`config.mk`:
```
export PLATFORM = sky130hd
export DESIGN_NAME = writeback_stage_flat
export DESIGN_NICKNAME = d
export VERILOG_FILES = /design/src/rtl/writeback_stage_if.sv /design/src/rtl/writeback_stage.sv /design/src/flat_wrapper.sv
export SDC_FILE = /design/constraint.sdc
export NUM_CORES = 1
export LEC_CHECK = 0
export CORE_UTILIZATION = 45
export DETAILED_ROUTE_END_ITERATION = 12
export MAX_ROUTING_LAYER = met4
export PLACE_DENSITY = 0.83
export REMOVE_ABC_BUFFERS = 1
export SYNTH_ARGS = -nofsm -noshare
export SYNTH_HDL_FRONTEND = slang
export SYNTH_SLANG_ARGS = --single-unit
```
`constraint.sdc`:
```
create_clock -name clk -period 3.7 [get_ports clk]
set_input_delay 0.74 -clock clk [delete_from_list [all_inputs] [get_ports clk]]
set_output_delay 0.74 -clock clk [all_outputs]
set_load 0.02 [all_outputs]
```
`src/rtl/writeback_stage_if.sv`:
```
// writeback_stage_if
//   Bundles the memory-stage-to-writeback signals and the writeback
//   results into one interface.
//   master : memory stage / environment side (drives instruction fields and
//            the data-memory response, observes stall and the write port).
//   slave  : writeback stage side.
//   Signals:
//     in_valid, alu_out_wb[31:0], rd_addr[4:0], reg_write, wb_mux[1:0],
//     funct3[2:0], pc[31:0], dmem_rdata[31:0], dmem_rvalid  (to writeback)
//     stall, rf_we, rf_waddr[4:0], rf_wdata[31:0], retire, load_fault
//                                                            (from writeback)
interface writeback_stage_if;
  logic        in_valid;
  logic [31:0] alu_out_wb;
  logic [4:0]  rd_addr;
  logic        reg_write;
  logic [1:0]  wb_mux;
  logic [2:0]  funct3;
  logic [31:0] pc;
  logic [31:0] dmem_rdata;
  logic        dmem_rvalid;
  logic        stall;
  logic        rf_we;
  logic [4:0]  rf_waddr;
  logic [31:0] rf_wdata;
  logic        retire;
  logic        load_fault;

  modport master (
    output in_valid, alu_out_wb, rd_addr, reg_write, wb_mux, funct3, pc,
           dmem_rdata, dmem_rvalid,
    input  stall, rf_we, rf_waddr, rf_wdata, retire, load_fault
  );

  modport slave (
    input  in_valid, alu_out_wb, rd_addr, reg_write, wb_mux, funct3, pc,
           dmem_rdata, dmem_rvalid,
    output stall, rf_we, rf_waddr, rf_wdata, retire, load_fault
  );
endinterface

```
`src/rtl/writeback_stage.sv`:
```
// writeback_stage
//   Final pipeline stage. Aligns/extends load data, selects the write-back
//   source and drives the register-file write port one cycle later. A small
//   FSM holds a load whose data has not arrived and raises stall meanwhile.
//   Ports:
//     clk, rst        : clock, synchronous active-high reset
//     wb (slave)      : instruction fields, dmem response, stall and the
//                       registered write port / retire / load_fault pulses
//     perf_retired, perf_load_stall : only when WB_PERF_COUNT_EN is defined
//   Optional feature macro: WB_PERF_COUNT_EN (performance counters).
//
//   state  | meaning
//   IDLE   | accepting instructions from the memory stage
//   WAIT   | load captured, waiting for dmem_rvalid or timeout
module writeback_stage #(
  parameter int TIMEOUT_CYCLES = 16,
  parameter int PERF_WIDTH     = 32
) (
  input  logic clk,
  input  logic rst,
  writeback_stage_if.slave wb
`ifdef WB_PERF_COUNT_EN
  ,
  output logic [PERF_WIDTH-1:0] perf_retired,
  output logic [PERF_WIDTH-1:0] perf_load_stall
`endif
);

  localparam logic [0:0] S_IDLE = 1'b0;
  localparam logic [0:0] S_WAIT = 1'b1;

  localparam int CNT_W = (TIMEOUT_CYCLES > 1) ? $clog2(TIMEOUT_CYCLES + 1) : 1;
  // The timeout fires on the WAIT cycle whose increment would reach the limit.
  localparam logic [CNT_W-1:0] TO_LAST =
    CNT_W'((TIMEOUT_CYCLES > 0) ? (TIMEOUT_CYCLES - 1) : 0);

  logic [0:0]       state;
  logic [CNT_W-1:0] to_cnt;
  logic [4:0]       cap_rd;
  logic             cap_rw;
  logic [2:0]       cap_f3;
  logic [1:0]       cap_off;

  logic        rf_we_q;
  logic [4:0]  rf_waddr_q;
  logic [31:0] rf_wdata_q;
  logic        retire_q;
  logic        fault_q;

  logic        is_load;
  logic        stall_c;
  logic        timeout_hit;
  logic [31:0] ld_now;
  logic [31:0] ld_wait;
  logic [31:0] src_now;

  // Halfword lane uses off[1] only; off[0] is deliberately ignored.
  function automatic logic [31:0] load_extract(input logic [2:0]  f3,
                                               input logic [1:0]  off,
                                               input logic [31:0] w);
    logic [7:0]  b;
    logic [15:0] h;
    b = 8'(w >> {off, 3'b000});
    h = off[1] ? w[31:16] : w[15:0];
    case (f3)
      3'b000:  load_extract = {{24{b[7]}}, b};
      3'b001:  load_extract = {{16{h[15]}}, h};
      3'b100:  load_extract = {24'b0, b};
      3'b101:  load_extract = {16'b0, h};
      default: load_extract = w;
    endcase
  endfunction

  always_comb begin
    is_load     = wb.in_valid && (wb.wb_mux == 2'b01);
    stall_c     = ((state == S_IDLE) && is_load && !wb.dmem_rvalid) ||
                  ((state == S_WAIT) && !wb.dmem_rvalid);
    timeout_hit = (TIMEOUT_CYCLES != 0) && (to_cnt == TO_LAST);
    ld_now      = load_extract(wb.funct3, wb.alu_out_wb[1:0], wb.dmem_rdata);
    ld_wait     = load_extract(cap_f3, cap_off, wb.dmem_rdata);
    case (wb.wb_mux)
      2'b01:   src_now = ld_now;
      2'b10:   src_now = wb.pc + 32'd4;
      default: src_now = wb.alu_out_wb;
    endcase
  end

  always_ff @(posedge clk) begin
    if (rst) begin
      state      <= S_IDLE;
      to_cnt     <= '0;
      cap_rd     <= '0;
      cap_rw     <= 1'b0;
      cap_f3     <= '0;
      cap_off    <= '0;
      rf_we_q    <= 1'b0;
      rf_waddr_q <= '0;
      rf_wdata_q <= '0;
      retire_q   <= 1'b0;
      fault_q    <= 1'b0;
    end else begin
      rf_we_q  <= 1'b0;
      retire_q <= 1'b0;
      fault_q  <= 1'b0;
      case (state)
        S_IDLE: begin
          if (wb.in_valid) begin
            if (!is_load || wb.dmem_rvalid) begin
              retire_q <= 1'b1;
              if (wb.reg_write && (wb.rd_addr != 5'd0)) begin
                rf_we_q    <= 1'b1;
                rf_waddr_q <= wb.rd_addr;
                rf_wdata_q <= src_now;
              end
            end else begin
              cap_rd  <= wb.rd_addr;
              cap_rw  <= wb.reg_write;
              cap_f3  <= wb.funct3;
              cap_off <= wb.alu_out_wb[1:0];
              to_cnt  <= '0;
              state   <= S_WAIT;
            end
          end
        end
        S_WAIT: begin
          if (wb.dmem_rvalid) begin
            retire_q <= 1'b1;
            if (cap_rw && (cap_rd != 5'd0)) begin
              rf_we_q    <= 1'b1;
              rf_waddr_q <= cap_rd;
              rf_wdata_q <= ld_wait;
            end
            to_cnt <= '0;
            state  <= S_IDLE;
          end else if (timeout_hit) begin
            fault_q <= 1'b1;
            to_cnt  <= '0;
            state   <= S_IDLE;
          end else begin
            to_cnt <= to_cnt + 1'b1;
          end
        end
        default: state <= S_IDLE;
      endcase
    end
  end

`ifdef WB_PERF_COUNT_EN
  always_ff @(posedge clk) begin
    if (rst) begin
      perf_retired    <= '0;
      perf_load_stall <= '0;
    end else begin
      if (retire_q) perf_retired    <= perf_retired + 1'b1;
      if (stall_c)  perf_load_stall <= perf_load_stall + 1'b1;
    end
  end
`endif

  assign wb.stall      = stall_c;
  assign wb.rf_we      = rf_we_q;
  assign wb.rf_waddr   = rf_waddr_q;
  assign wb.rf_wdata   = rf_wdata_q;
  assign wb.retire     = retire_q;
  assign wb.load_fault = fault_q;

endmodule
```
`src/flat_wrapper.sv`:
```
// flat-port wrapper written by rule: the top's interface ports become plain ports
module writeback_stage_flat 
#(
  parameter int TIMEOUT_CYCLES = 16,
  parameter int PERF_WIDTH     = 32
)
  (clk, rst, wb_in_valid, wb_alu_out_wb, wb_rd_addr, wb_reg_write, wb_wb_mux, wb_funct3, wb_pc, wb_dmem_rdata, wb_dmem_rvalid, wb_stall, wb_rf_we, wb_rf_waddr, wb_rf_wdata, wb_retire, wb_load_fault);
  writeback_stage_if wb_i ();
  input  logic clk;
  input  logic rst;
  input wire logic [$bits(wb_i.in_valid)-1:0] wb_in_valid;
  input wire logic [$bits(wb_i.alu_out_wb)-1:0] wb_alu_out_wb;
  input wire logic [$bits(wb_i.rd_addr)-1:0] wb_rd_addr;
  input wire logic [$bits(wb_i.reg_write)-1:0] wb_reg_write;
  input wire logic [$bits(wb_i.wb_mux)-1:0] wb_wb_mux;
  input wire logic [$bits(wb_i.funct3)-1:0] wb_funct3;
  input wire logic [$bits(wb_i.pc)-1:0] wb_pc;
  input wire logic [$bits(wb_i.dmem_rdata)-1:0] wb_dmem_rdata;
  input wire logic [$bits(wb_i.dmem_rvalid)-1:0] wb_dmem_rvalid;
  output wire logic [$bits(wb_i.stall)-1:0] wb_stall;
  output wire logic [$bits(wb_i.rf_we)-1:0] wb_rf_we;
  output wire logic [$bits(wb_i.rf_waddr)-1:0] wb_rf_waddr;
  output wire logic [$bits(wb_i.rf_wdata)-1:0] wb_rf_wdata;
  output wire logic [$bits(wb_i.retire)-1:0] wb_retire;
  output wire logic [$bits(wb_i.load_fault)-1:0] wb_load_fault;
  assign wb_i.in_valid = wb_in_valid;
  assign wb_i.alu_out_wb = wb_alu_out_wb;
  assign wb_i.rd_addr = wb_rd_addr;
  assign wb_i.reg_write = wb_reg_write;
  assign wb_i.wb_mux = wb_wb_mux;
  assign wb_i.funct3 = wb_funct3;
  assign wb_i.pc = wb_pc;
  assign wb_i.dmem_rdata = wb_dmem_rdata;
  assign wb_i.dmem_rvalid = wb_dmem_rvalid;
  assign wb_stall = wb_i.stall;
  assign wb_rf_we = wb_i.rf_we;
  assign wb_rf_waddr = wb_i.rf_waddr;
  assign wb_rf_wdata = wb_i.rf_wdata;
  assign wb_retire = wb_i.retire;
  assign wb_load_fault = wb_i.load_fault;
  writeback_stage #(.TIMEOUT_CYCLES(TIMEOUT_CYCLES), .PERF_WIDTH(PERF_WIDTH)) u_core (.clk(clk), .rst(rst), .wb(wb_i));
endmodule
```
==> results.yml <==
synth:
  ys_warn_count: 0
  seq_area_frac_synth_pct: 23.33
  syn_inst: 668
  synth-main-ff-cell: "dfxtp_1"
  synth_compound_area_share_pct: 32.57
  synthXorXnorAreaFrac_pct: 4.656
  synth-async-reset-ratio_pct: 0
  synth_top_family_by_area: "compound AO/OA/AOI/OAI gates"
  synth.cell_area_um2: 4891
  synth-simple-area-share_pct: 26.38
  syn_area_per_cell_um2: 7.322
  synth_fa_ha_area_share_pct: 1.023
  muxShareOfSynthArea_pct: 5.500
  synth_edf_count: 0
  synth_cell_types: 71
  ys_seq_elements: 57
final_layout:
  insertedDiodeCount: 0
  drive_gt1_share_pct: 9.975
  fill_cells: 938
  syn2layout_area_growth_pct: 38.48
  fin_nets: 922
  final_util_pct: 65.02
placed_design:
  hpwlAfterDp_mm: 15.68
  gp_congestion: 1.004
  pre_cts_ws_ns: 0.3164
  portBuffers: 151
clock_network:
  ctsResizeCount: 0
  cts_hold_buf: 0
  postCtsSetupRepairBufs: 0
  cts_made_buffers: 9
  cts_buffer_depth: 2
  clock_latency_ns: 0.35
  cts_max_level: 3
  clock_sinks: 57
  cts_tree: "done"
  path_clk_slew_ns: 0.07
  root_buffer: "clkbuf_8"
setup_path:
  r2r_cells: 6
  path_class: "input port to flop"
  reg2reg_slack_ns: 1.20
  r2r-start: "u_core.state$_SDFF_PP0_"
  endpoint_kind: "flop"
  critPathCapture: "u_core.wb.rf_wdata[31]$_SDFFE_PP0P_"
  cp.arrival_ns: 3.38
  path_max_fanout: 14
  crit_start: "wb_wb_mux[1]"
  critPathLaunchType: "input port"
  r2r-end: "u_core.wb.rf_wdata[31]$_SDFFE_PP0P_"
  cp_data_required_time_ns: 3.95
flow_run:
  maxCapViolations: 0
global_route:
  grt_max_degree: 41
  grt_pass1_vias: 5904
  grt_pass1_wl_mm: 32.50
  antenna_found_initial: 0
  grt.total_usage_pct: 38.29
  overflow: 0
drt:
  final_antenna_net_count: 0
  dr.first_iter.drc_count: 732
  drt_pass1_iterations: 7
  drcViolationCount: 0
  route.vias.total: 6257
  wl_mm: 21.11
  wire_per_inst_um: 22.27
  via_per_inst: 6.600
sta:
  setup_viol: 0
  max_slew_margin_pct: 44.59
  final.period_utilization_pct: 84.61
  max_freq_mhz: 319.4
  slew_violations: 0
  clock_skew_ns: 0.01353
  rsz0062_at_grt: "no"
  hold_viol_final: 0
  holdWs_ns: 0.4601
  fin_crit_ns: 3.131
  fin_setup_tns_ns: 0
  setup_ws_ns: 0.5693
  worst_pin_slew_ns: 0.8294
floorplan:
  core_um2: 10420
  die-area_um2: 11290
  die_y_um: 106.3
  num_rows: 37
  start_util_pct: 46.95
  top_level_ports: 152
  die_w_um: 106.3
pwr:
  power_mw: 1.991
  p_per_area_nw_per_um2: 294.0
  ir_drop_mv: 0.1538
  p_leak_nw: 2.383
run_status:
  outcome: "finished clean"
worst_hold_path:
  hold_path_class: "flop to flop"
how the worst min path moves through the flow:
stage | to | cells after the start | slack, ns | start
2_1_floorplan | u_core.wb.load_fault$_SDFF_PP0_ | 1 | 0.41 | u_core.to_cnt[4]$_SDFFE_PP0P_
3_3_place_gp | u_core.wb.load_fault$_SDFF_PP0_ | 1 | 0.43 | u_core.to_cnt[4]$_SDFFE_PP0P_
3_5_place_dp | u_core.wb.rf_wdata[19]$_SDFFE_PP0P_ | 2 | 0.44 | u_core.wb.rf_wdata[19]$_SDFFE_PP0P_
4_1_cts | u_core.wb.load_fault$_SDFF_PP0_ | 1 | 0.46 | u_core.to_cnt[4]$_SDFFE_PP0P_
5_1_grt | u_core.wb.rf_wdata[19]$_SDFFE_PP0P_ | 2 | 0.48 | u_core.wb.rf_wdata[19]$_SDFFE_PP0P_
6_report | u_core.wb.rf_wdata[21]$_SDFFE_PP0P_ | 2 | 0.46 | u_core.wb.rf_wdata[21]$_SDFFE_PP0P_
synth_stat cells, types with 7 or more instances:
cell | number | share of area, %
a211oi_1 | 16 | 2.5
a21oi_1 | 59 | 6.0
a221oi_1 | 11 | 2.0
a31oi_1 | 10 | 1.3
and3_1 | 7 | 0.90
buf_2 | 10 | 1.0
clkbuf_1 | 33 | 2.5
dfxtp_1 | 57 | 23
inv_1 | 22 | 1.7
mux2_2 | 13 | 3.0
mux2i_1 | 10 | 2.0
nand2_1 | 97 | 7.4
nand2b_1 | 18 | 2.3
nand3_1 | 16 | 1.6
nand4_1 | 11 | 1.4
nor2_1 | 48 | 3.7
nor3_1 | 16 | 1.6
nor4_1 | 10 | 1.3
o211ai_1 | 7 | 1.1
o21ai_0 | 43 | 4.4
o221ai_1 | 15 | 2.7
o31ai_1 | 13 | 2.0
xnor2_1 | 19 | 3.4
xor2_1 | 7 | 1.3
power by group:
part / leakage (nW) / internal (mW) / switching [mW]
Clock: 0.113 / 0.397 / 0.283
Combinational: 1.80 / 0.289 / 0.352
Sequential: 0.465 / 0.646 / 0.0238
critical path: stages:
cell and delay, ns:
clkdlybuf4s50_1 0.48, inv_1 0.05, ha_1 0.24, nor2b_1 0.18, a211oi_4 0.44, nor2b_1 0.14, nor2_2 0.49, o21ai_0 0.30
o31ai_1 0.31
layer usage:
metal	part of all wire [%]	up-vias	global-route usage (%)	wire, um
met5	0	-	-	0
li1	-	2778	-	-
met4	4.1	0	15.67	869
met2	44	501	56.73	9211
met3	12	85	7.848	2479
met1	40	2893	50.64	8549
placed cells by master (no fill, tap or decap), types with 7 or more instances in the layout:
cell type / instances
dfxtp_1: 57
nand2b_1: 18
a31oi_1: 10
nand4_1: 11
nor3_1: 16
a221oi_1: 11
a211oi_1: 16
o21ai_0: 43
clkdlybuf4s50_1: 151
o221ai_1: 15
mux2_2: 13
o211ai_1: 7
nor2_1: 48
nand2_1: 97
nand3_1: 16
buf_4: 28
xor2_1: 7
and3_1: 7
mux2i_1: 10
inv_1: 22
nor4_1: 10
o31ai_1: 13
xnor2_1: 19
a21oi_1: 59
clkbuf_8: 10
flip-flops by register name (all words and copies together) (netlist names):
name,count
u_core.wb.rf_we,1
u_core.cap_f3,3
u_core.wb.retire,1
u_core.cap_rw,1
u_core.cap_rd,5
u_core.state,1
u_core.wb.load_fault,1
u_core.wb.rf_wdata,32
u_core.to_cnt,5
u_core.wb.rf_waddr,5
u_core.cap_off,2
cell families (layout without fill, tap and decap cells):
kind of cell | count (synthesis) | after routing
xor+xnor | 26 | 26
fa+ha+maj | 4 | 4
flops | 57 | 57
mux | 24 | 24
simple gates | 254 | 254
buf+inv | 75 | 219
compound gates | 228 | 228
metrics by stage:
stage	cell area, um^2	cells
2_1_floorplan	4661	617
3_3_place_gp	6553	932
3_5_place_dp	6553	932
4_1_cts	6773	948
5_1_grt	6773	948
6_report	6773	948
area by class of cell:
type	instances	area, um^2	area share [%]
flip-flops and latches	57	1141	16.85
inverters	24	90.09	1.330
clock buffers	11	141.4	2.088
repair buffers	179	1722	25.42
multi-input cells	536	3430	50.64
clock inverters	5	78.83	1.164
well taps	136	170.2	2.512
Note: power is estimated with default switching activity, not from simulation.
==> patch (config.mk and constraints unchanged) <==
`TIMEOUT_CYCLES` is set to 16 in 2 places; all go to 64.
--- a/src/rtl/writeback_stage.sv
+++ b/src/rtl/writeback_stage.sv
@@ -14,5 +14,5 @@
 //   WAIT   | load captured, waiting for dmem_rvalid or timeout
 module writeback_stage #(
-  parameter int TIMEOUT_CYCLES = 16,
+  parameter int TIMEOUT_CYCLES = 64,
   parameter int PERF_WIDTH     = 32
 ) (
--- a/src/flat_wrapper.sv
+++ b/src/flat_wrapper.sv
@@ -2,5 +2,5 @@
 module writeback_stage_flat 
 #(
-  parameter int TIMEOUT_CYCLES = 16,
+  parameter int TIMEOUT_CYCLES = 64,
   parameter int PERF_WIDTH     = 32
 )
Function: no difference found for any inputs over 4 cycles, from zero or initial values and one cycle with rst high; that may be too few to reach the edited logic, so the function may still have changed.
==> patch against the original RTL <==
Sequential power rose by 3%. Area after synthesis fell by 0.54%. Design area fell by 0.96%. Total power fell by 1.5%. Wire length fell by 8.3%. Fmax fell by 0.91%. Sequential cell count rose by 2. Utilization fell by 0.62 points. Worst setup slack got worse by 0.029 ns. Global-route usage fell by 2.7 points. Via count fell by 5.2%. Largest cell class unchanged. Largest power group is now registers. Highest routed layer unchanged.
==> patch: results (changes against the original RTL) <==
STATUS
------------------------------------------------------------------------
Outcome                                                     complete, no violations

GRT
------------------------------------------------------------------------
First-pass GRT wire length                                      30200 µm   -7.0%
Routing usage on met2                                              55.3%   -1.4 points
Total routing resource utilization after global routing            35.6%   -2.7 points
Pin count of the biggest net entering global routing                  39   -4.9%
Global routing usage on met1                                       46.3%   -4.4 points
Number of global-route vias before repair                           5695   -3.5%
Met3 track demand over resource in global routing                  7.23%   -0.61 points

CRITICAL PATH
------------------------------------------------------------------------
Critical register-to-register path endpoint                 u_core.wb.rf_wdata[20]
Biggest fanout along the worst timing path                             3   -11
Register-to-register setup slack                                 1.12 ns   -0.08 ns
Max incr delay on CP                                             0.62 ns   +0.13 ns
Arr. time, crit path                                             2.42 ns   -0.96 ns
Capture point of the critical path                              wb_stall
Startpoint of the most critical register-to-register path   u_core.cap_off[1]
Length in cells of the worst reg-to-reg path                           7   +1

POWER AND IR DROP
------------------------------------------------------------------------
Fraction of power spent switching nets                             32.9%   -0.21 points
Max rail drop VDD                                               0.185 mV   +21%
Leak Pwr                                                         2.43 nW   +1.9%

TIMING
------------------------------------------------------------------------
Measured slew at the worst slew-check pin                        1.07 ns   +0.244 ns
Min Hold Slack                                                  0.446 ns   -0.0145 ns
Highest Clock Rate                                             0.317 GHz   -0.91%
Final worst clock skew                                         0.0131 ns   -0.000432 ns

FINISH
------------------------------------------------------------------------
Share of layout cells above drive strength 1                       8.48%   -1.5 points
Final standard cell area without fillers                     0.00671 mm²   -0.96%
Number of nets in the finished design                                912   -1.1%

DETAILED ROUTING
------------------------------------------------------------------------
Average wire per cell in the routed design                       20.6 µm   -7.3%
Detailed Route Iter0 Violations                                      692   -5.5%
Vias                                                                5933   -5.2%

SYNTH
------------------------------------------------------------------------
Number of library cell types mapped by synthesis                      73   +2.8%
Cells after Synth                                                    665   -0.45%
Register area share after synthesis                                24.3%   +0.95 points
Cell types with the largest area share after synthesis      sky130_fd_sc_hd__dfxtp_1 (24%), sky130_fd_sc_hd__a21oi_1 (7.0%), sky130_fd_sc_hd__nand2_1 (6.7%), sky130_fd_sc_hd__nor2_1 (4.6%), sky130_fd_sc_hd__o21ai_0 (4.3%)

PLACEMENT
------------------------------------------------------------------------
Post-placement cell area                                     0.00649 mm²   -0.90%
Placed wire-length estimate after detailed placement            14400 µm   -8.4%
Gp weighted congestion                                             0.969   -3.5%
Pre-CTS setup slack                                             0.344 ns   +0.0274 ns

WORST HOLD PATH
------------------------------------------------------------------------
Beginning of the worst hold path                            u_core.wb.rf_wdata[18]

patch: cell types whose count changed in the layout (fill, tap and decap cells not counted), sizes merged, moves of 6 or more:
cell / delta
o21ai: +13
nand2: -10
nor2: +10
a21oi: +9
mux2i: +8
nor4: -8
buf: -6
inv: -6
nand2b: -6
nor3: -6
patch: critical path: cells and delay by family:
kind	cells	cell delay, ns
and+or+nand+nor	1	0.12
adders and majority gates	1	0.27
AOI/OAI and AO/OA	1	0.16
buffers and inverters	3	1.12
patch: metal layers:
metal  routed length [µm]  part of all wire [%]  vias to the layer above
met5                    0                     0                        -
li1                     -                     -                     2734
met3                 2190                    11                       54
met1                 7830                    40                     2741
met4                  551                   2.8                        0
met2                 8780                    45                      404
patch: cells by family after synthesis:
logic type               after synthesis  share of synthesized area [%]
buffers and inverters                 68                           5.94
multiplexers                          28                           6.33
flip-flops                            59                           24.3
XOR/XNOR                              27                           4.86
AO/OA/AOI/OAI                        231                           32.5
adder cells (fa/ha/maj)                4                           1.03
AND/OR/NAND/NOR                      248                           25.1
patch: power by group through the flow:
stage | Combinational, mW | Sequential [mW] | Clock (mW)
after floorplan | 0.232 | 0.736 | 0
after global placement | 0.589 | 0.701 | 0
after detailed placement | 0.594 | 0.702 | 0
after CTS | 0.597 | 0.688 | 0.659
after global routing | 0.646 | 0.692 | 0.683
final | 0.609 | 0.689 | 0.663
patch: final cells by class:
class / count / share of cell area [%]
clock buffers: 13 / 2.52
clock inverters: 3 / 0.672
inverters: 16 / 0.895
multi-input cells: 538 / 50.8
flip-flops and latches: 59 / 17.6
well taps: 136 / 2.54
repair buffers: 173 / 25.0
